### src/rtl/lenet_ctrl_pkg.sv
// ============================================================================
//  lenet_ctrl_pkg
//  Shared FSM state type and default LeNet frame geometry constants.
//  Revision: 1.0
// ============================================================================
`default_nettype none

package lenet_ctrl_pkg;

    typedef enum logic [1:0] {
        ST_IDLE  = 2'd0,
        ST_FEED  = 2'd1,
        ST_DRAIN = 2'd2,
        ST_DONE  = 2'd3
    } state_t;

    localparam int DEF_COLS     = 32;
    localparam int DEF_ROWS     = 32;
    localparam int DEF_K        = 5;
    localparam int DEF_PIPE_LAT = 4;
    localparam int DEF_AW       = 10;

    localparam int C1_LEN = DEF_COLS - DEF_K + 1;
    localparam int S2_LEN = C1_LEN / 2;

endpackage

`default_nettype wire

### src/rtl/valid_delay_line.sv
// ============================================================================
//  valid_delay_line
//  WIDTH x DEPTH shift register; advances only when adv is high.
//  Revision: 1.0
// ============================================================================
`default_nettype none

module valid_delay_line #(
    parameter int WIDTH = 2,
    parameter int DEPTH = 4
) (
    input  logic             clk,
    input  logic             rst,
    input  logic             adv,
    input  logic [WIDTH-1:0] din,
    output logic [WIDTH-1:0] dout
);

    logic [DEPTH-1:0][WIDTH-1:0] stage_q;
    logic [DEPTH-1:0][WIDTH-1:0] stage_d;

    always_comb begin
        stage_d = stage_q;
        if (adv) begin
            stage_d[0] = din;
            for (int i = 1; i < DEPTH; i++) begin
                stage_d[i] = stage_q[i-1];
            end
        end
    end

    always_ff @(posedge clk or posedge rst) begin
        if (rst) begin
            stage_q <= '0;
        end else begin
            stage_q <= stage_d;
        end
    end

    assign dout = stage_q[DEPTH-1];

endmodule

`default_nettype wire

### src/rtl/frame_sequencer.sv
// ============================================================================
//  frame_sequencer
//  Raster-order ROM walker with C1 window / S2 pool strobes and start/done.
//  Revision: 1.0
// ============================================================================
`default_nettype none

module frame_sequencer
    import lenet_ctrl_pkg::*;
#(
    parameter int COLS     = DEF_COLS,
    parameter int ROWS     = DEF_ROWS,
    parameter int K        = DEF_K,
    parameter int PIPE_LAT = DEF_PIPE_LAT,
    parameter int AW       = DEF_AW
) (
    input  logic          clk,
    input  logic          rst,
    input  logic          start,
    input  logic          stall,
    output logic [AW-1:0] rom_addr,
    output logic          rom_rd,
    output logic          c1_en,
    output logic          s2_en,
    output logic          busy,
    output logic          done
);

    localparam int RW = (ROWS > 1) ? $clog2(ROWS) : 1;
    localparam int CW = (COLS > 1) ? $clog2(COLS) : 1;
    localparam int DW = $clog2(PIPE_LAT + 1);

    localparam logic [AW-1:0] LAST_ADDR  = AW'(ROWS * COLS - 1);
    localparam logic [CW-1:0] COL_LAST   = CW'(COLS - 1);
    localparam logic [RW-1:0] WIN_ROW    = RW'(K - 1);
    localparam logic [CW-1:0] WIN_COL    = CW'(K - 1);
    localparam logic [DW-1:0] DRAIN_LAST = DW'(PIPE_LAT - 1);
    // Parity of (x - (K-1)) equals x[0] xor parity of K-1.
    localparam logic          KM1_ODD    = ((K - 1) % 2) == 1;

    state_t        state_q, state_d;
    logic [AW-1:0] addr_q,  addr_d;
    logic [RW-1:0] row_q,   row_d;
    logic [CW-1:0] col_q,   col_d;
    logic [DW-1:0] drain_q, drain_d;
    logic          busy_q,  busy_d;
    logic          done_q,  done_d;

    logic       active;
    logic       adv;
    logic       issue;
    logic       win;
    logic       pool;
    logic [1:0] tag_in;
    logic [1:0] tag_out;

    assign active = (state_q == ST_FEED) || (state_q == ST_DRAIN);
    assign adv    = active && !stall;
    assign issue  = (state_q == ST_FEED) && !stall;
    assign win    = (row_q >= WIN_ROW) && (col_q >= WIN_COL);
    assign pool   = win && (row_q[0] ^ KM1_ODD) && (col_q[0] ^ KM1_ODD);
    assign tag_in = {win & issue, pool & issue};

    valid_delay_line #(
        .WIDTH (2),
        .DEPTH (PIPE_LAT)
    ) u_tags (
        .clk  (clk),
        .rst  (rst),
        .adv  (adv),
        .din  (tag_in),
        .dout (tag_out)
    );

    always_comb begin
        state_d = state_q;
        addr_d  = addr_q;
        row_d   = row_q;
        col_d   = col_q;
        drain_d = drain_q;
        case (state_q)
            ST_IDLE: begin
                if (start) begin
                    state_d = ST_FEED;
                    addr_d  = '0;
                    row_d   = '0;
                    col_d   = '0;
                end
            end
            ST_FEED: begin
                if (!stall) begin
                    addr_d = addr_q + AW'(1);
                    if (col_q == COL_LAST) begin
                        col_d = '0;
                        row_d = row_q + RW'(1);
                    end else begin
                        col_d = col_q + CW'(1);
                    end
                    // Park counters at zero rather than wrapping past the frame.
                    if (addr_q == LAST_ADDR) begin
                        state_d = ST_DRAIN;
                        addr_d  = '0;
                        row_d   = '0;
                        col_d   = '0;
                        drain_d = '0;
                    end
                end
            end
            ST_DRAIN: begin
                if (!stall) begin
                    if (drain_q == DRAIN_LAST) begin
                        state_d = ST_DONE;
                        drain_d = '0;
                    end else begin
                        drain_d = drain_q + DW'(1);
                    end
                end
            end
            ST_DONE: begin
                state_d = ST_IDLE;
            end
            default: begin
                state_d = ST_IDLE;
            end
        endcase
        busy_d = (state_d != ST_IDLE);
        done_d = (state_d == ST_DONE);
    end

    always_ff @(posedge clk or posedge rst) begin
        if (rst) begin
            state_q <= ST_IDLE;
            addr_q  <= '0;
            row_q   <= '0;
            col_q   <= '0;
            drain_q <= '0;
            busy_q  <= 1'b0;
            done_q  <= 1'b0;
        end else begin
            state_q <= state_d;
            addr_q  <= addr_d;
            row_q   <= row_d;
            col_q   <= col_d;
            drain_q <= drain_d;
            busy_q  <= busy_d;
            done_q  <= done_d;
        end
    end

    assign rom_addr = addr_q;
    assign rom_rd   = issue;
    assign c1_en    = tag_out[1] & adv;
    assign s2_en    = tag_out[0] & adv;
    assign busy     = busy_q;
    assign done     = done_q;

endmodule

`default_nettype wire

### config.mk
export PLATFORM = sky130hd
export DESIGN_NAME = frame_sequencer
export DESIGN_NICKNAME = d
export VERILOG_FILES = /design/src/rtl/lenet_ctrl_pkg.sv /design/src/rtl/valid_delay_line.sv /design/src/rtl/frame_sequencer.sv
export SDC_FILE = /design/constraint.sdc
export NUM_CORES = 1
export LEC_CHECK = 0
export ABC_AREA = 1
export ABC_CLOCK_PERIOD_IN_PS = 1700
export BUFFER_PORTS_ARGS = -buffer_cell sky130_fd_sc_hd__buf_2
export CAP_MARGIN = 10
export CORE_MARGIN = 4
export CORE_UTILIZATION = 60
export CTS_BUF_LIST = sky130_fd_sc_hd__clkbuf_8
export DETAILED_ROUTE_END_ITERATION = 8
export GPL_TIMING_DRIVEN = 0
export PLACE_DENSITY = 0.81
export SETUP_SLACK_MARGIN = 0.2
export SYNTH_ARGS = -nofsm -noshare
export SYNTH_HDL_FRONTEND = slang
export SYNTH_HIERARCHICAL = 1
export SYNTH_SLANG_ARGS = --single-unit
### constraint.sdc
create_clock -name clk -period 1.7 [get_ports clk]
set_input_delay 0.17 -clock clk [delete_from_list [all_inputs] [get_ports clk]]
set_output_delay 0.17 -clock clk [all_outputs]
set_load 0.05 [all_outputs]
Word level (Yosys, flattened, before mapping):

Cells that the tools add are included.

* add/subtract/negate cells: 4
* order comparisons: 2
* eq/ne operators: 12
* muxes and demuxes: 24
* bitwise gates (word level): 4
* reduce and logical (&&, ||, !) cells: 14

Operator list (count)
* $mux W5: 7
* $mux W10: 3
* $pmux W10 S2: 1
* $pmux W5 S2: 2
* $mux W3: 4
* $add A10 B1 Y10 const B: 1
* $add A5 B1 Y5 const B: 2
* $eq A10 B10 Y1 const B: 1
* $ge A5 B3 Y1 const B: 2
* $mux W2: 5
* $pmux W2 S4: 1
* $reduce_and A4 Y1: 2
* $eq A2 B2 Y1 const B: 3
* $ne A2 B2 Y1 const B: 3
* $pmux W3 S2: 1
* $reduce_bool A2 Y1: 3
* $eq A5 B5 Y1 const B: 1
* $logic_and A1 B1 Y1: 5
* $and A1 B1 Y1: 4
* $add A3 B1 Y3 const B: 1
* $eq A3 B2 Y1 const B: 1
* $ne A3 B1 Y1 const B: 1
* $reduce_and A3 Y1: 1
* $eq A2 B1 Y1 const B: 1
* 4 further kinds: 4

* flip-flop bits (word level): 35
* input bits: 4

Depth between registers and ports, before layout:

* word-level depth: 5
* gate-level depth with buffers: 12
* mapped depth without buffers: 12

Hierarchy:

Netlist, hierarchy kept.

By module, submodules not included
* frame_sequencer: times used 1, cells an instance 210, area each 1647.8 um^2
* valid_delay_line: times used 1, cells an instance 37, area each 324.1 um^2

Least setup slack after synthesis:

No wires, ideal clock.

* path type: reg2reg
* from: register addr_q[1], in the netlist rom_addr[1]
* to: register row_q[2]
* data arrival time: 1.641 ns
* required time: 1.582 ns
* path slack: -0.060 ns
* stages on the path, launching flop included: 9
* path buffers: 0
* clock period less this slack: 1.760 ns
* path through: dfrtp_1 ha_1 nand3_2 nor2_4 nand2_4 a21oi_4 inv_2 nand2_1 o21ai_2

* word-level cells in the longest chain between the ends: 4
* elaborated cells between the ends (all ways): 6
* classes of those cells: eq/ne: 2; mux: 3; reduce/logical: 1

Ends and longest elaborated chain
* from (decl): RTL line frame_sequencer.sv:42 `logic [AW-1:0] addr_q, addr_d;`
* from (signal assigned): RTL line frame_sequencer.sv:141 `addr_q <= addr_d;`
* $eq A10 B10 Y1 *: RTL line frame_sequencer.sv:100 `if (addr_q == LAST_ADDR) begin`
* $mux W5: RTL line frame_sequencer.sv:100
* $mux W5: RTL line frame_sequencer.sv:91 `if (!stall) begin`
* $pmux W5 S2: RTL line frame_sequencer.sv:81 `case (state_q)`
* to (signal assigned): RTL line frame_sequencer.sv:142 `row_q <= row_d;`
* to (decl): RTL line frame_sequencer.sv:43 `logic [RW-1:0] row_q, row_d;`

Every way passes the cells marked *; elsewhere a longest branch is shown, timed or not. The select of a mux whose other input is x is not followed.
A chain may end at the register's enable or synchronous reset.

Final worst setup path:

* from: register state_q[1]
* to: register row_q[0]

* word-level cells in the longest chain between the ends: 3
* elaborated cells between the ends (all ways): 8
* classes of those cells: eq/ne: 4; mux: 1; reduce/logical: 3

Ends and longest elaborated chain
* from (decl): RTL line frame_sequencer.sv:41 `state_t state_q, state_d;`
* from (signal assigned): RTL line frame_sequencer.sv:140 `state_q <= state_d;`
* $eq A2 B1 Y1 / $logic_not A2 Y1 (equally long branches): RTL line frame_sequencer.sv:81
* $ne A3 B1 Y1 (no source line) (tied with other cells)
* $reduce_and A4 Y1 (no source line)

Several ways; a longest one is shown, not always the timed one.

==> flow_summary.yaml <==
die:
  start_util_pct: 63.5
  die-area_um2: 4270
  coreArea_um2: 3100
  ios: 19
  dieWidth_um: 65.3
  row_count: 20
  die_y_um: 65.3
detailed_routing:
  drt_pass1_iterations: 4
  viasPerCell: 5.24
  wl_um: 4780
  drt_iter0_markers: 195
  drcViolationCount: 0
  vias: 1739
  antenna_left: 0
  post_drt_wl_per_cell_um: 14.4
sta:
  post-route-period-util_pct: 93.1
  finalSetupTns_ns: 0
  fin_hold_ws_ns: 0.279
  report.final.slew_viol_count: 0
  tightest_slew_ns: 0.613
  rsz0062_at_grt: "true"
  final_hold_viol_count: 0
  layout_setup_ws_ns: 0.117
  slew_headroom_pct: 59.1
  setup_violations: 0
  fmax_ghz: 0.632
  skew_ns: 0.0118
  period_needed_ns: 1.58
setup_path:
  r2r_end: "row_q[0]"
  ff2ff_path_depth: 10
  crit_path_end_kind: "flip-flop"
  cp_cell_sequence: "inv_2 -> ha_4 -> buf_6 -> nand2_4 -> nand2_4 -> nand2_8 -> a21oi_4 -> inv_4 -> nand2_2 -> o21ai_2"
  path_class: "flip-flop to flip-flop"
  startpoint_type: "flip-flop"
  worstReg2RegStart: "state_q[1]"
  cp_max_fo: 7
  max_stage_delay_ns: 0.39
  arrival_ns: 1.75
  required_ns: 1.87
  path_common_cell: "nand2_4"
  cp_slowest_cell: "dfrtp_1"
  rrSetupSlack_ns: 0.12
min_path:
  min_path_cells: 4
  hold_end: "rom_addr[8]"
  min_path_type: "input pin to flip-flop"
  worstHoldStart: "start"
placement:
  portBuffers: 18
  dp_cells: 309
  dp_hpwl_um: 2700
  routabilityCongestion: 0.875
  place_ws_ns: 0.0442
synthesis:
  synth_top_cell_by_area: "dfrtp_1"
  synth_top_cell_area_share_pct: 44.4
  ys_seq_area_share_pct: 44.4
  syn_area_um2: 1970
  yosys_register_bits: 35
  synth_cell_types: 27
  syn_nets: 261
  synth.avg_cell_area_um2: 7.98
  postSynthCellCount: 247
  synth_area_leaders: "dfrtp_1 (44%), nand2_1 (14%), inv_1 (7.0%)"
  yosys_warnings: 6
clock_network:
  clk_path_buf_depth: 2
  root_buffer: "clkbuf_8"
  clkLatencyLatePin_ns: 0.30
  tritoncts: "built"
  numCtsBuffers: 5
  cts-htree-levels: 2
  path_clk_slew_ns: 0.07
  cts.sinks: 35
grt:
  grtUsageMet1_pct: 28.6
  grt.met3_usage_pct: 6.15
  grt_pass1_vias: 1675
  grt_start_max_net_pins: 28
  met2_usage_pct: 36.4
  grt_pass1_wl_um: 7360
  track_usage_pct: 22.7
  antenna_found_initial: 0
  grt-ovfl-total: 0
  grt-busiest-layer: "met2"
final_layout:
  multi_input_area_um2: 1060
  antenna_cells: 0
  final_common_cell: "nand2_1"
  fill_cells: 180
  register_area_um2: 887
  finalNetCount: 301
  drive_gt1_share_pct: 35.1
  area.growth.synth_to_final_pct: 30.1
  fin_cells: 332
  final_cell_mix: "nand2_1 (62), inv_1 (35), dfrtp_1 (26), buf_2 (15), buf_4 (14)"
pwr:
  p_leak_nw: 1.31
  power_density_nw_per_um2: 1350
  vdd_drop_max_uv: 1050
run_status:
  status: "finished, final reports clean"
job:
  max-cap-violations: 0
-- kinds of logic after synthesis --
kind of cell | count (synthesis) | share of synthesized area, %
AO/OA/AOI/OAI | 25 | 7.42
XOR/XNOR | 4 | 1.78
adder cells (fa/ha/maj) | 10 | 6.35
buffers and inverters | 45 | 10.2
flip-flops | 35 | 44.4
AND/OR/NAND/NOR | 128 | 29.8
-- flip-flops by register name (all words and copies together), names as in the netlist --
signal	cells
rom_addr	10
done	1
u_tags/dout	2
busy	1
u_tags/stage_q	6
state_q	2
drain_q	3
col_q	5
row_q	5
-- metal layers --
layer  routed length [um]  vias up
met2                 2480       47
met4                   85        0
met1                 1990      835
met5                    0        -
met3                  222        6
li1                     -      851
-- synthesized netlist by cell type --
| master | instances |
|---|---|
| xor2_1 | 4 |
| nand3_1 | 15 |
| buf_6 | 3 |
| or3_1 | 1 |
| nand2_2 | 2 |
| o21ai_1 | 5 |
| nor2_1 | 18 |
| and3_1 | 2 |
| or2_2 | 1 |
| nand2_1 | 71 |
| o21ai_0 | 10 |
| inv_4 | 1 |
| nor2_2 | 2 |
| nand4_1 | 5 |
| a21oi_1 | 5 |
| a21oi_4 | 1 |
| inv_1 | 37 |
| nand3_2 | 1 |
| buf_4 | 2 |
| dfrtp_1 | 35 |
| nand2_4 | 4 |
| o22ai_1 | 2 |
| ha_1 | 10 |
| o21ai_2 | 2 |
| nor3_1 | 4 |
| inv_2 | 2 |
| nor2_4 | 2 |
-- critical path, delay by kind of cell, from the launching register on --
family                   cells  cell delay, ns
flip-flops                   1            0.39
AND/OR/NAND/NOR              4            0.36
buffers and inverters        3            0.30
AO/OA/AOI/OAI                2            0.25
adder cells (fa/ha/maj)      1            0.15
-- worst max-delay path by stage --
stage	startpoint	to	slack, ns	depth (start not counted)
final	state_q[1]	row_q[0]	0.12	10
after global routing	state_q[1]	row_q[0]	0.05	10
after CTS	state_q[1]	rom_rd	0.16	6
after detailed placement	state_q[1]	row_q[0]	0.04	10
after global placement	state_q[1]	rom_addr[9]	0.08	12
after floorplan	rom_addr[1]	row_q[2]	0.19	8
-- power breakdown --
part | switching (mW) | internal, mW | leakage [nW] | total [mW]
logic | 1.13 | 0.669 | 0.791 | 1.80
registers | 0.130 | 0.967 | 0.463 | 1.10
clock network | 0.297 | 0.273 | 0.0519 | 0.569
-- stage by stage --
| stage | cell area [um2] | total power, mW | utilization [%] |
|---|---|---|---|
| detailed placement | 2160 | 2.39 | 69.5 |
| CTS | 2400 | 3.14 | 77.2 |
| floorplan | 2010 | 2.11 | - |
| global placement | 2160 | 2.34 | 69.5 |
| finish | 2570 | 3.46 | 82.7 |
| global route | 2570 | 3.67 | 82.7 |
-- final cells by class --
cell class	instances	share of cell area (%)
sequential	35	34.6
tap	44	2.15
buffer	5	2.05
clock inverter	3	0.439
timing repair buffer	33	10.0
inverter	40	6.73
multi-input combinational	167	41.4
clock buffer	5	2.68
-- what timing repair did --
item,CTS,global route
gates cloned,0,1
pin swaps,2,10
gates resized for setup,26,29
hold buffers,1,0
buffers inserted,7,6
setup endpoints to repair,23,57
hold endpoints to repair,8,0
No activity file was read; power rests on OpenSTA's default activity.
